<file path="config.mk">
export PLATFORM = sky130hd
export DESIGN_NAME = exec_sched_flat
export DESIGN_NICKNAME = d
export VERILOG_FILES = /design/src/rtl/exec_sched_if.sv /design/src/rtl/exec_sched.sv /design/src/flat_wrapper.sv
export SDC_FILE = /design/constraint.sdc
export NUM_CORES = 1
export LEC_CHECK = 0
export BUFFER_PORTS_ARGS = -buffer_cell sky130_fd_sc_hd__buf_4
export CAP_MARGIN = 5
export CORE_AREA = 2 2 288 290
export CTS_BUF_LIST = sky130_fd_sc_hd__clkbuf_4 sky130_fd_sc_hd__clkbuf_8 sky130_fd_sc_hd__clkbuf_16
export DETAILED_ROUTE_END_ITERATION = 16
export DIE_AREA = 0 0 290 292
export HOLD_SLACK_MARGIN = 0.03
export MAX_ROUTING_LAYER = met4
export PLACE_DENSITY_LB_ADDON = 0.1
export SLEW_MARGIN = 15
export SYNTH_ARGS = -nofsm -noshare
export SYNTH_HDL_FRONTEND = slang
export SYNTH_SLANG_ARGS = --single-unit
</file>
<file path="constraint.sdc">
create_clock -name clk -period 9 [get_ports clk]
set_input_delay 0.9 -clock clk [delete_from_list [all_inputs] [get_ports clk]]
set_output_delay 0.9 -clock clk [all_outputs]
set_load 0.1 [all_outputs]
</file>
<file path="src/rtl/exec_sched_if.sv">
// Request/response bundle between the front-end requesters and the operation scheduler.
// Requester fields are packed {r1, r0}.
interface exec_sched_if;
    logic [1:0]   req_valid;
    logic [1:0]   req_ready;
    logic [5:0]   req_unit;
    logic [5:0]   req_op;
    logic [3:0]   req_size;
    logic [127:0] req_opa;
    logic [127:0] req_opb;
    logic [1:0]   rsp_valid;
    logic [63:0]  rsp_data;
    logic         rsp_err;
    logic         busy;

    modport master (
        output req_valid, req_unit, req_op, req_size, req_opa, req_opb,
        input  req_ready, rsp_valid, rsp_data, rsp_err, busy
    );

    modport slave (
        input  req_valid, req_unit, req_op, req_size, req_opa, req_opb,
        output req_ready, rsp_valid, rsp_data, rsp_err, busy
    );
endinterface

</file>
<file path="src/rtl/exec_sched.sv">
// Round-robin scheduler sharing the execution units and a 4-entry value store
// between the console (requester 0) and the UART path (requester 1).
//
// state | meaning
// IDLE  | arbitrate, accept one request, register masked operands
// ISSUE | operands on the bus; fetch/store/invalid resolve here
// WAIT  | count integer latency or wait for fpu_ready / timeout
// RESP  | one-cycle response strobe to the granted requester
module exec_sched #(
    parameter int INT_LAT     = 2,
    parameter int FPU_TIMEOUT = 255
) (
    input  logic         clk,
    input  logic         rst,
    exec_sched_if.slave  bus,
    output logic [2:0]   ex_op,
    output logic [63:0]  ex_opa,
    output logic [63:0]  ex_opb,
    output logic         fpu_start,
    input  logic         fpu_ready,
    input  logic [63:0]  fp_out,
    input  logic [63:0]  bit_manip_out,
    input  logic [63:0]  int_calc_out,
    input  logic [63:0]  int_logic_out
);

    localparam int CNT_MAX = (FPU_TIMEOUT > INT_LAT) ? FPU_TIMEOUT : INT_LAT;
    localparam int CW      = $clog2(CNT_MAX + 1);
    localparam logic [CW-1:0] INT_LAT_C = CW'(INT_LAT);
    localparam logic [CW-1:0] FPU_TO_C  = CW'(FPU_TIMEOUT);

    typedef enum logic [1:0] {IDLE, ISSUE, WAIT, RESP} state_t;

    state_t        state;
    logic          grant_r;
    logic          last_grant;
    logic [2:0]    unit_r;
    logic [CW-1:0] cnt;
    logic [63:0]   store [4];
    logic [1:0]    rsp_valid_r;
    logic [63:0]   rsp_data_r;
    logic          rsp_err_r;

    logic          any_req;
    logic          gnt;
    logic [1:0]    ready_c;
    logic [1:0]    grant_oh;
    logic [2:0]    sel_unit;
    logic [2:0]    sel_op;
    logic [1:0]    sel_size;
    logic [63:0]   sel_opa;
    logic [63:0]   sel_opb;

    function automatic logic [63:0] size_mask(input logic [63:0] v, input logic [1:0] sz);
        case (sz)
            2'd0:    return {48'd0, v[15:0]};
            2'd1:    return {32'd0, v[31:0]};
            default: return v;
        endcase
    endfunction

    // On a tie the requester that was not served last wins.
    always_comb begin
        any_req  = |bus.req_valid;
        gnt      = (&bus.req_valid) ? ~last_grant : bus.req_valid[1];
        sel_unit = gnt ? bus.req_unit[5:3]   : bus.req_unit[2:0];
        sel_op   = gnt ? bus.req_op[5:3]     : bus.req_op[2:0];
        sel_size = gnt ? bus.req_size[3:2]   : bus.req_size[1:0];
        sel_opa  = gnt ? bus.req_opa[127:64] : bus.req_opa[63:0];
        sel_opb  = gnt ? bus.req_opb[127:64] : bus.req_opb[63:0];
        ready_c  = 2'b00;
        if (state == IDLE && any_req) begin
            ready_c = gnt ? 2'b10 : 2'b01;
        end
        grant_oh = grant_r ? 2'b10 : 2'b01;
    end

    assign bus.req_ready = ready_c;
    assign bus.rsp_valid = rsp_valid_r;
    assign bus.rsp_data  = rsp_data_r;
    assign bus.rsp_err   = rsp_err_r;
    assign bus.busy      = (state != IDLE);

    always_ff @(posedge clk) begin
        if (!rst) begin
            state       <= IDLE;
            grant_r     <= 1'b0;
            last_grant  <= 1'b1;
            unit_r      <= 3'd0;
            cnt         <= '0;
            ex_op       <= 3'd0;
            ex_opa      <= 64'd0;
            ex_opb      <= 64'd0;
            fpu_start   <= 1'b0;
            rsp_valid_r <= 2'b00;
            rsp_data_r  <= 64'd0;
            rsp_err_r   <= 1'b0;
            for (int i = 0; i < 4; i++) begin
                store[i] <= 64'd0;
            end
        end else begin
            fpu_start   <= 1'b0;
            rsp_valid_r <= 2'b00;
            case (state)
                IDLE: begin
                    if (any_req) begin
                        grant_r   <= gnt;
                        unit_r    <= sel_unit;
                        ex_op     <= sel_op;
                        ex_opa    <= size_mask(sel_opa, sel_size);
                        ex_opb    <= size_mask(sel_opb, sel_size);
                        fpu_start <= (sel_unit == 3'd0);
                        state     <= ISSUE;
                    end
                end
                ISSUE: begin
                    cnt <= CW'(1);
                    case (unit_r)
                        3'd0, 3'd1, 3'd2, 3'd3: state <= WAIT;
                        3'd4: begin
                            rsp_data_r  <= store[ex_op[1:0]];
                            rsp_err_r   <= 1'b0;
                            rsp_valid_r <= grant_oh;
                            state       <= RESP;
                        end
                        3'd5: begin
                            store[ex_op[1:0]] <= ex_opa;
                            rsp_data_r  <= ex_opa;
                            rsp_err_r   <= 1'b0;
                            rsp_valid_r <= grant_oh;
                            state       <= RESP;
                        end
                        default: begin
                            rsp_data_r  <= 64'd0;
                            rsp_err_r   <= 1'b1;
                            rsp_valid_r <= grant_oh;
                            state       <= RESP;
                        end
                    endcase
                end
                WAIT: begin
                    if (unit_r == 3'd0) begin
                        // A ready on the timeout cycle still counts as a completion.
                        if (fpu_ready) begin
                            rsp_data_r  <= fp_out;
                            rsp_err_r   <= 1'b0;
                            rsp_valid_r <= grant_oh;
                            state       <= RESP;
                        end else if (cnt == FPU_TO_C) begin
                            rsp_data_r  <= 64'd0;
                            rsp_err_r   <= 1'b1;
                            rsp_valid_r <= grant_oh;
                            state       <= RESP;
                        end else begin
                            cnt <= cnt + CW'(1);
                        end
                    end else if (cnt == INT_LAT_C) begin
                        case (unit_r)
                            3'd1:    rsp_data_r <= bit_manip_out;
                            3'd2:    rsp_data_r <= int_calc_out;
                            default: rsp_data_r <= int_logic_out;
                        endcase
                        rsp_err_r   <= 1'b0;
                        rsp_valid_r <= grant_oh;
                        state       <= RESP;
                    end else begin
                        cnt <= cnt + CW'(1);
                    end
                end
                RESP: begin
                    last_grant <= grant_r;
                    state      <= IDLE;
                end
                default: state <= IDLE;
            endcase
        end
    end

endmodule

</file>
<file path="src/flat_wrapper.sv">
// flat-port wrapper written by rule: the top's interface ports become plain ports
module exec_sched_flat 
#(
    parameter int INT_LAT     = 2,
    parameter int FPU_TIMEOUT = 255
)
  (clk, rst, ex_op, ex_opa, ex_opb, fpu_start, fpu_ready, fp_out, bit_manip_out, int_calc_out, int_logic_out, bus_req_valid, bus_req_unit, bus_req_op, bus_req_size, bus_req_opa, bus_req_opb, bus_req_ready, bus_rsp_valid, bus_rsp_data, bus_rsp_err, bus_busy);
  exec_sched_if bus_i ();
  input  logic clk;
  input  logic rst;
  output logic [2:0] ex_op;
  output logic [63:0] ex_opa;
  output logic [63:0] ex_opb;
  output logic fpu_start;
  input  logic fpu_ready;
  input  logic [63:0] fp_out;
  input  logic [63:0] bit_manip_out;
  input  logic [63:0] int_calc_out;
  input  logic [63:0] int_logic_out;
  input wire logic [$bits(bus_i.req_valid)-1:0] bus_req_valid;
  input wire logic [$bits(bus_i.req_unit)-1:0] bus_req_unit;
  input wire logic [$bits(bus_i.req_op)-1:0] bus_req_op;
  input wire logic [$bits(bus_i.req_size)-1:0] bus_req_size;
  input wire logic [$bits(bus_i.req_opa)-1:0] bus_req_opa;
  input wire logic [$bits(bus_i.req_opb)-1:0] bus_req_opb;
  output wire logic [$bits(bus_i.req_ready)-1:0] bus_req_ready;
  output wire logic [$bits(bus_i.rsp_valid)-1:0] bus_rsp_valid;
  output wire logic [$bits(bus_i.rsp_data)-1:0] bus_rsp_data;
  output wire logic [$bits(bus_i.rsp_err)-1:0] bus_rsp_err;
  output wire logic [$bits(bus_i.busy)-1:0] bus_busy;
  assign bus_i.req_valid = bus_req_valid;
  assign bus_i.req_unit = bus_req_unit;
  assign bus_i.req_op = bus_req_op;
  assign bus_i.req_size = bus_req_size;
  assign bus_i.req_opa = bus_req_opa;
  assign bus_i.req_opb = bus_req_opb;
  assign bus_req_ready = bus_i.req_ready;
  assign bus_rsp_valid = bus_i.rsp_valid;
  assign bus_rsp_data = bus_i.rsp_data;
  assign bus_rsp_err = bus_i.rsp_err;
  assign bus_busy = bus_i.busy;
  exec_sched #(.INT_LAT(INT_LAT), .FPU_TIMEOUT(FPU_TIMEOUT)) u_core (.clk(clk), .rst(rst), .bus(bus_i), .ex_op(ex_op), .ex_opa(ex_opa), .ex_opb(ex_opb), .fpu_start(fpu_start), .fpu_ready(fpu_ready), .fp_out(fp_out), .bit_manip_out(bit_manip_out), .int_calc_out(int_calc_out), .int_logic_out(int_logic_out));
endmodule
</file>
Yosys cells after proc, flatten, opt, wreduce, memory -nomap -nowiden:

Memory sizes are Yosys's and may differ from the RTL's. A register that Yosys moved wholly into a read port is not among the register bits.
Cells that the tools add are included.

* output and inout port bits: 202
* input port bits: 533
* word-level logic and storage cells: 102
* memory bits (writable): 256
* register bits after elaboration: 214
* memories: 1

Memory list
* u_core.store: words 4, width 64, rd ports 1, clocked after memory_dff 1, write ports 4, line exec_sched.sv:39 `logic [63:0] store [4];`

* equal/unequal tests: 18
* reductions and logical operators: 17
* bitwise logic cells: 1
* add/subtract/negate cells: 1
* mux-type cells: 52

Operators with widths (number)
* 64-bit case mux with 2 select lines: 4
* 64-bit two-way mux: 7
* 64-bit case mux with 3 select lines: 1
* 64-bit OR reduction: 1
* 2-bit two-way mux: 17
* 8-bit two-way mux: 4
* 8-bit case mux with 2 select lines: 1
* 1-bit two-way mux: 12
* 8-bit by 1-bit adder with 8-bit output (second input constant): 1
* 8-bit by 2-bit equality test with 1-bit output (second input constant): 1
* 8-bit equality test (second input constant): 1
* 2-bit case mux with 4 select lines: 1
* 4-bit AND reduction: 2
* 3-bit by 2-bit equality test with 1-bit output (second input constant): 2
* 3-bit equality test (second input constant): 2
* 3-bit logical NOT: 2
* 3-bit two-way mux: 2
* 3-bit != test (second input constant): 2
* 3-bit AND reduction: 2
* 2-bit by 1-bit equality test with 1-bit output (second input constant): 2
* 2-bit equality test (second input constant): 2
* 2-bit logical NOT: 2
* 4-bit != test (second input constant): 1
* 1-bit case mux with 2 select lines: 2
* 12 further kinds: 15

Longest topological paths before layout:

* word-level depth: 7
* depth in mapped cells: 10
* mapped depth without buffers: 7

Worst setup path before layout:

OpenSTA, ideal clock, no wires.

* path kind: reg2reg
* start: reg u_core.ex_op[1]
* end: mem u_core.store[2][0], enable pin
* period minus slack after synthesis: 6265 ps
* slack: 2735 ps
* data arrival time: 5690 ps
* required time: 8425 ps
* stages on the path, launching flop included: 3
* buffers on the path: 0
* setup time: 575 ps
* path through: dfxtp_1 -> nand2b_1 -> o21ai_0

RTL lines
* from (decl): line exec_sched.sv:16 `output logic [2:0] ex_op,`
* from (signal assigned): line exec_sched.sv:109 `ex_op <= sel_op;`
* to (decl): line exec_sched.sv:39

==> impl.org <==
** Critical path
- The worst setup path is launched from a flop.
- Category of the most critical setup path :: flop to flop
- The number of cells on the worst reg-to-reg path is 5.
- Master of the slowest instance on the critical path :: sky130_fd_sc_hd__nand2b_4
- For flop-to-flop paths, the worst setup slack is 5.10 ns.
- Start of the worst register-to-register path :: u_core.unit_r[0]$_SDFFE_PN0P_
- Required time worst endpoint :: 9.20 ns
- Worst-path cell chain :: and3b_4, nand3_1, nor3b_2, buf_4, nand2b_4
- Launch point of the critical path :: u_core.unit_r[0]$_SDFFE_PN0P_
- At the worst endpoint, the arrival time is 4.11 ns.
- Of all nets on the critical path, the largest fanout is 65.
- Crit end category :: flop
- Capturing point of the worst reg2reg path :: u_core.store[1][29]$_SDFFCE_PN0P_
- For this run, the slowest stage of the critical path takes 0.92 ns.

** Die
- The die covers 0.0847 sq mm.
- Core Region :: 0.0816 sq mm
- Chip height :: 292 microns
- The floorplan has 105 rows.
- From left edge to right edge, the die measures 290 microns.
- Starting utilization of the core area :: 26.8%
- Top-level I/O count :: 735

** Route
- Routed length per instance :: 23.8 microns
- Remaining antenna violation count after routing :: 0
- Via/cell ratio :: 4.97
- DR pass1 iterations :: 5
- The routed layout has 18147 vias.
- Detailed router's first-iteration violation count :: 926
- After detailed routing, the number of remaining DRC violations is 0.
- After detailed routing, the total wire length is 86.8 mm.

** Pwr
- For this design the ratio of total power to cell area is 287 mW/mm^2.
- For this design the static power due to leakage is 12.2 nW.
- Across the VDD grid, the largest voltage drop is 0.145 mV.

** STA
- Fin Clk Skew :: 0.0320 ns
- For this run, the top clock speed supported by timing is 256 MHz.
- Final period demand of the worst path :: 3.90 ns
- Final hold violations :: 0
- Portion of the clock cycle consumed by the worst path in the final layout :: 43.4%
- The max-slew violation count came to 0.
- Number of endpoints failing setup at the final stage :: 0
- Setup repair after global routing left no endpoint under its margin.
- Setup TNS :: 0 ns
- At the pin with the least slew margin, the transition time is 1.13 ns.
- Relative max-transition margin :: 24.7%

** Clock tree
- CTS clk-pin slew, worst paths :: 0.06 ns
- Maximum clock insertion buffer count :: 3
- The H-tree was split into 2 levels.
- Post-CTS repair changed the size of 0 cells.
- Number of sinks handled by clock tree synthesis :: 472
- Number of buffers created by CTS :: 55
- Number of hold buffers added after CTS :: 0
- Clock root buffer master :: sky130_fd_sc_hd__clkbuf_16
- CTS tree :: built
- Clock Latency Late Sink :: 0.61 ns
- After clock tree synthesis, the setup repair step added 0 buffers.

** Logic synthesis
- Among all flip-flop cells after synthesis, the most frequent one is sky130_fd_sc_hd__edfxtp_1.
- In this run the biggest area consumer among cell types represents 35.1% of the synthesized area.
- Number of different library cells in the post-synthesis netlist :: 59
- The synthesized design contains 472 register bits.
- Cell type with the largest total area after synthesis :: sky130_fd_sc_hd__edfxtp_1
- Register area share after synthesis :: 54.9%
- Averaged over all synthesized cells, the footprint is 11.6 sq um.
- In the synthesized netlist the async set-or-reset flop fraction comes to 0%.
- Synthesized cell area :: 0.0219 sq mm
- Post-Syn Instances :: 1883
- Synthesis produced a netlist with a net count of 2422.
- Count of yosys warnings during synthesis :: 0
- Yosys attributes the largest share of cell area to sky130_fd_sc_hd__edfxtp_1 35%, sky130_fd_sc_hd__dfxtp_1 20%, sky130_fd_sc_hd__and2_1 7.3%, sky130_fd_sc_hd__mux4_2 6.6%, sky130_fd_sc_hd__mux2i_1 4.5%.
- Yosys mapped a number of flops with a built-in enable equal to 256.

** Finish
- Measured on the finished design, the core utilization comes to 37.0%.
- The multi-input combinational cells in the finished layout cover a total of 0.00928 sq mm.
- Final net count :: 3071
- Across the whole layout, storage elements account for 0.0120 sq mm.
- Layout area overhead :: 37.9%
- Cells with a size suffix above 1 make up 37.1% of the layout.
- Number of fill cells :: 8102
- For this run, the number of standard cells in the final layout without fillers is 3652.

** Placement
- The congestion estimate from routability-driven global placement came to 0.892.
- The count of buffers added on input and output ports is 734.
- Counting tap cells, the placed design contains a total of 3545 instances.
- Summed over all nets, the half-perimeter wirelength after detailed placement is 59.2 mm.

** Global routing
- The total overflow left after global routing is 0.
- The via count of the first global-routing pass is 19282.
- Global routing consumed, over all layers together, 20.4% of the routing resources.
- Number of antenna violations at the first check in global routing :: 4
- Entering global routing, the biggest net connects 74 pins.
- First-pass GRT wire length :: 126 mm

** Hold path
- Worst Hold Class :: flop to flop
- The path with the worst hold slack has its endpoint at u_core.ex_opb[57]$_SDFFE_PN0P_.
- The startpoint identified for the worst hold timing path is u_core.ex_opb[57]$_SDFFE_PN0P_.
- Cell depth of the worst hold path :: 2

** Job
- Max-cap check violation count :: 0

** Outcome
- The run finished with clean final reports.
cells by family after synthesis:
kind of cell | after synthesis | share of synthesized area (%)
AND/OR/NAND/NOR | 531 | 12.5
flip-flops | 472 | 54.9
adder cells (fa/ha/maj) | 6 | 0.343
AO/OA/AOI/OAI | 528 | 17.6
XOR/XNOR | 2 | 0.0801
multiplexers | 164 | 11.2
buffers and inverters | 180 | 3.41
per-stage QoR:
stage,hold WS [ns],setup slack (ns),area (sq um),total power [mW]
after global routing,0.475,4.77,30200,9.05
after CTS,0.466,5.00,30200,8.80
after global placement,0.437,5.12,28400,6.56
after floorplan,0.447,2.73,21900,5.38
after detailed placement,0.449,5.00,28400,6.58
final,0.464,5.10,30200,8.67
registers in the layout (all words and copies together) (netlist names), 2 cells and up, named ones only:
| name | cells |
|---|---|
| u_core.store | 256 |
| u_core.bus.rsp_data | 64 |
| u_core.ex_opa | 64 |
| u_core.ex_opb | 64 |
| u_core.cnt | 8 |
| u_core.ex_op | 3 |
| u_core.unit_r | 3 |
| u_core.bus.rsp_valid | 2 |
| u_core.state | 2 |
how the worst max path moves through the flow:
stage,end,slack (ns),depth (start not counted)
4_1_cts,u_core.store[1][40]$_SDFFCE_PN0P_,5.00,5
5_1_grt,u_core.store[1][46]$_SDFFCE_PN0P_,4.77,5
3_5_place_dp,u_core.store[1][37]$_SDFFCE_PN0P_,5.00,5
2_1_floorplan,u_core.store[2][0]$_SDFFCE_PN0P_,2.73,2
3_3_place_gp,u_core.store[1][43]$_SDFFCE_PN0P_,5.12,5
6_report,u_core.store[1][29]$_SDFFCE_PN0P_,5.10,5
per-layer routing:
layer / GRT usage [%] / vias up / part of all wire, %
met2: 35.8 / 625 / 51
li1: - / 8477 / -
met4: 5.89 / 0 / 2.7
met3: 3.92 / 112 / 5.5
met5: - / - / 0
met1: 23.7 / 8933 / 41
cell usage in the layout (no fill, tap or decap), types with 6 or more instances in the layout:
| cell | n |
|---|---|
| sky130_fd_sc_hd__nor2_1 | 36 |
| sky130_fd_sc_hd__a32oi_1 | 30 |
| sky130_fd_sc_hd__mux2i_1 | 99 |
| sky130_fd_sc_hd__buf_4 | 763 |
| sky130_fd_sc_hd__a22oi_1 | 69 |
| sky130_fd_sc_hd__o211ai_1 | 64 |
| sky130_fd_sc_hd__clkinv_1 | 7 |
| sky130_fd_sc_hd__a32o_1 | 62 |
| sky130_fd_sc_hd__edfxtp_1 | 256 |
| sky130_fd_sc_hd__clkbuf_16 | 56 |
| sky130_fd_sc_hd__o21ai_0 | 89 |
| sky130_fd_sc_hd__a2bb2oi_1 | 16 |
| sky130_fd_sc_hd__nand2_1 | 194 |
| sky130_fd_sc_hd__nor3_1 | 7 |
| sky130_fd_sc_hd__clkbuf_8 | 6 |
| sky130_fd_sc_hd__inv_1 | 7 |
| sky130_fd_sc_hd__dfxtp_1 | 213 |
| sky130_fd_sc_hd__a21oi_1 | 109 |
| sky130_fd_sc_hd__and2_1 | 256 |
| sky130_fd_sc_hd__mux4_2 | 64 |
| sky130_fd_sc_hd__a221o_1 | 62 |
| sky130_fd_sc_hd__clkbuf_4 | 28 |
critical path: cells and delay by family (launching register included):
family,cells,cell delay (ns)
flip-flops,1,0.60
AND/OR/NAND/NOR,4,2.11
buffers and inverters,1,0.63
cell usage after synthesis (8+ instances only):
master / instances
sky130_fd_sc_hd__a21oi_1: 109
sky130_fd_sc_hd__a221o_1: 62
sky130_fd_sc_hd__a22oi_1: 69
sky130_fd_sc_hd__a2bb2oi_1: 16
sky130_fd_sc_hd__a32o_1: 62
sky130_fd_sc_hd__a32oi_1: 30
sky130_fd_sc_hd__and2_1: 257
sky130_fd_sc_hd__buf_2: 35
sky130_fd_sc_hd__clkbuf_1: 123
sky130_fd_sc_hd__dfxtp_1: 216
sky130_fd_sc_hd__edfxtp_1: 256
sky130_fd_sc_hd__inv_1: 9
sky130_fd_sc_hd__mux2i_1: 99
sky130_fd_sc_hd__mux4_2: 64
sky130_fd_sc_hd__nand2_1: 194
sky130_fd_sc_hd__nor2_1: 41
sky130_fd_sc_hd__nor3_1: 8
sky130_fd_sc_hd__o211ai_1: 64
sky130_fd_sc_hd__o21ai_0: 91
cell type report:
cell class | count | area share [%]
flip-flops and latches | 472 | 39.8
diodes | 3 | 0.0249
clock buffers | 90 | 5.61
clock inverters | 14 | 0.261
repair buffers | 763 | 19.0
inverters | 9 | 0.116
well taps | 1070 | 4.44
multi-input cells | 1231 | 30.7
report_power, final:
part	internal, mW	switching (mW)
registers	2.52	0.287
logic	0.961	2.72
clock network	1.28	0.903
total	4.77	3.91
(Power assumes the default switching activity.)
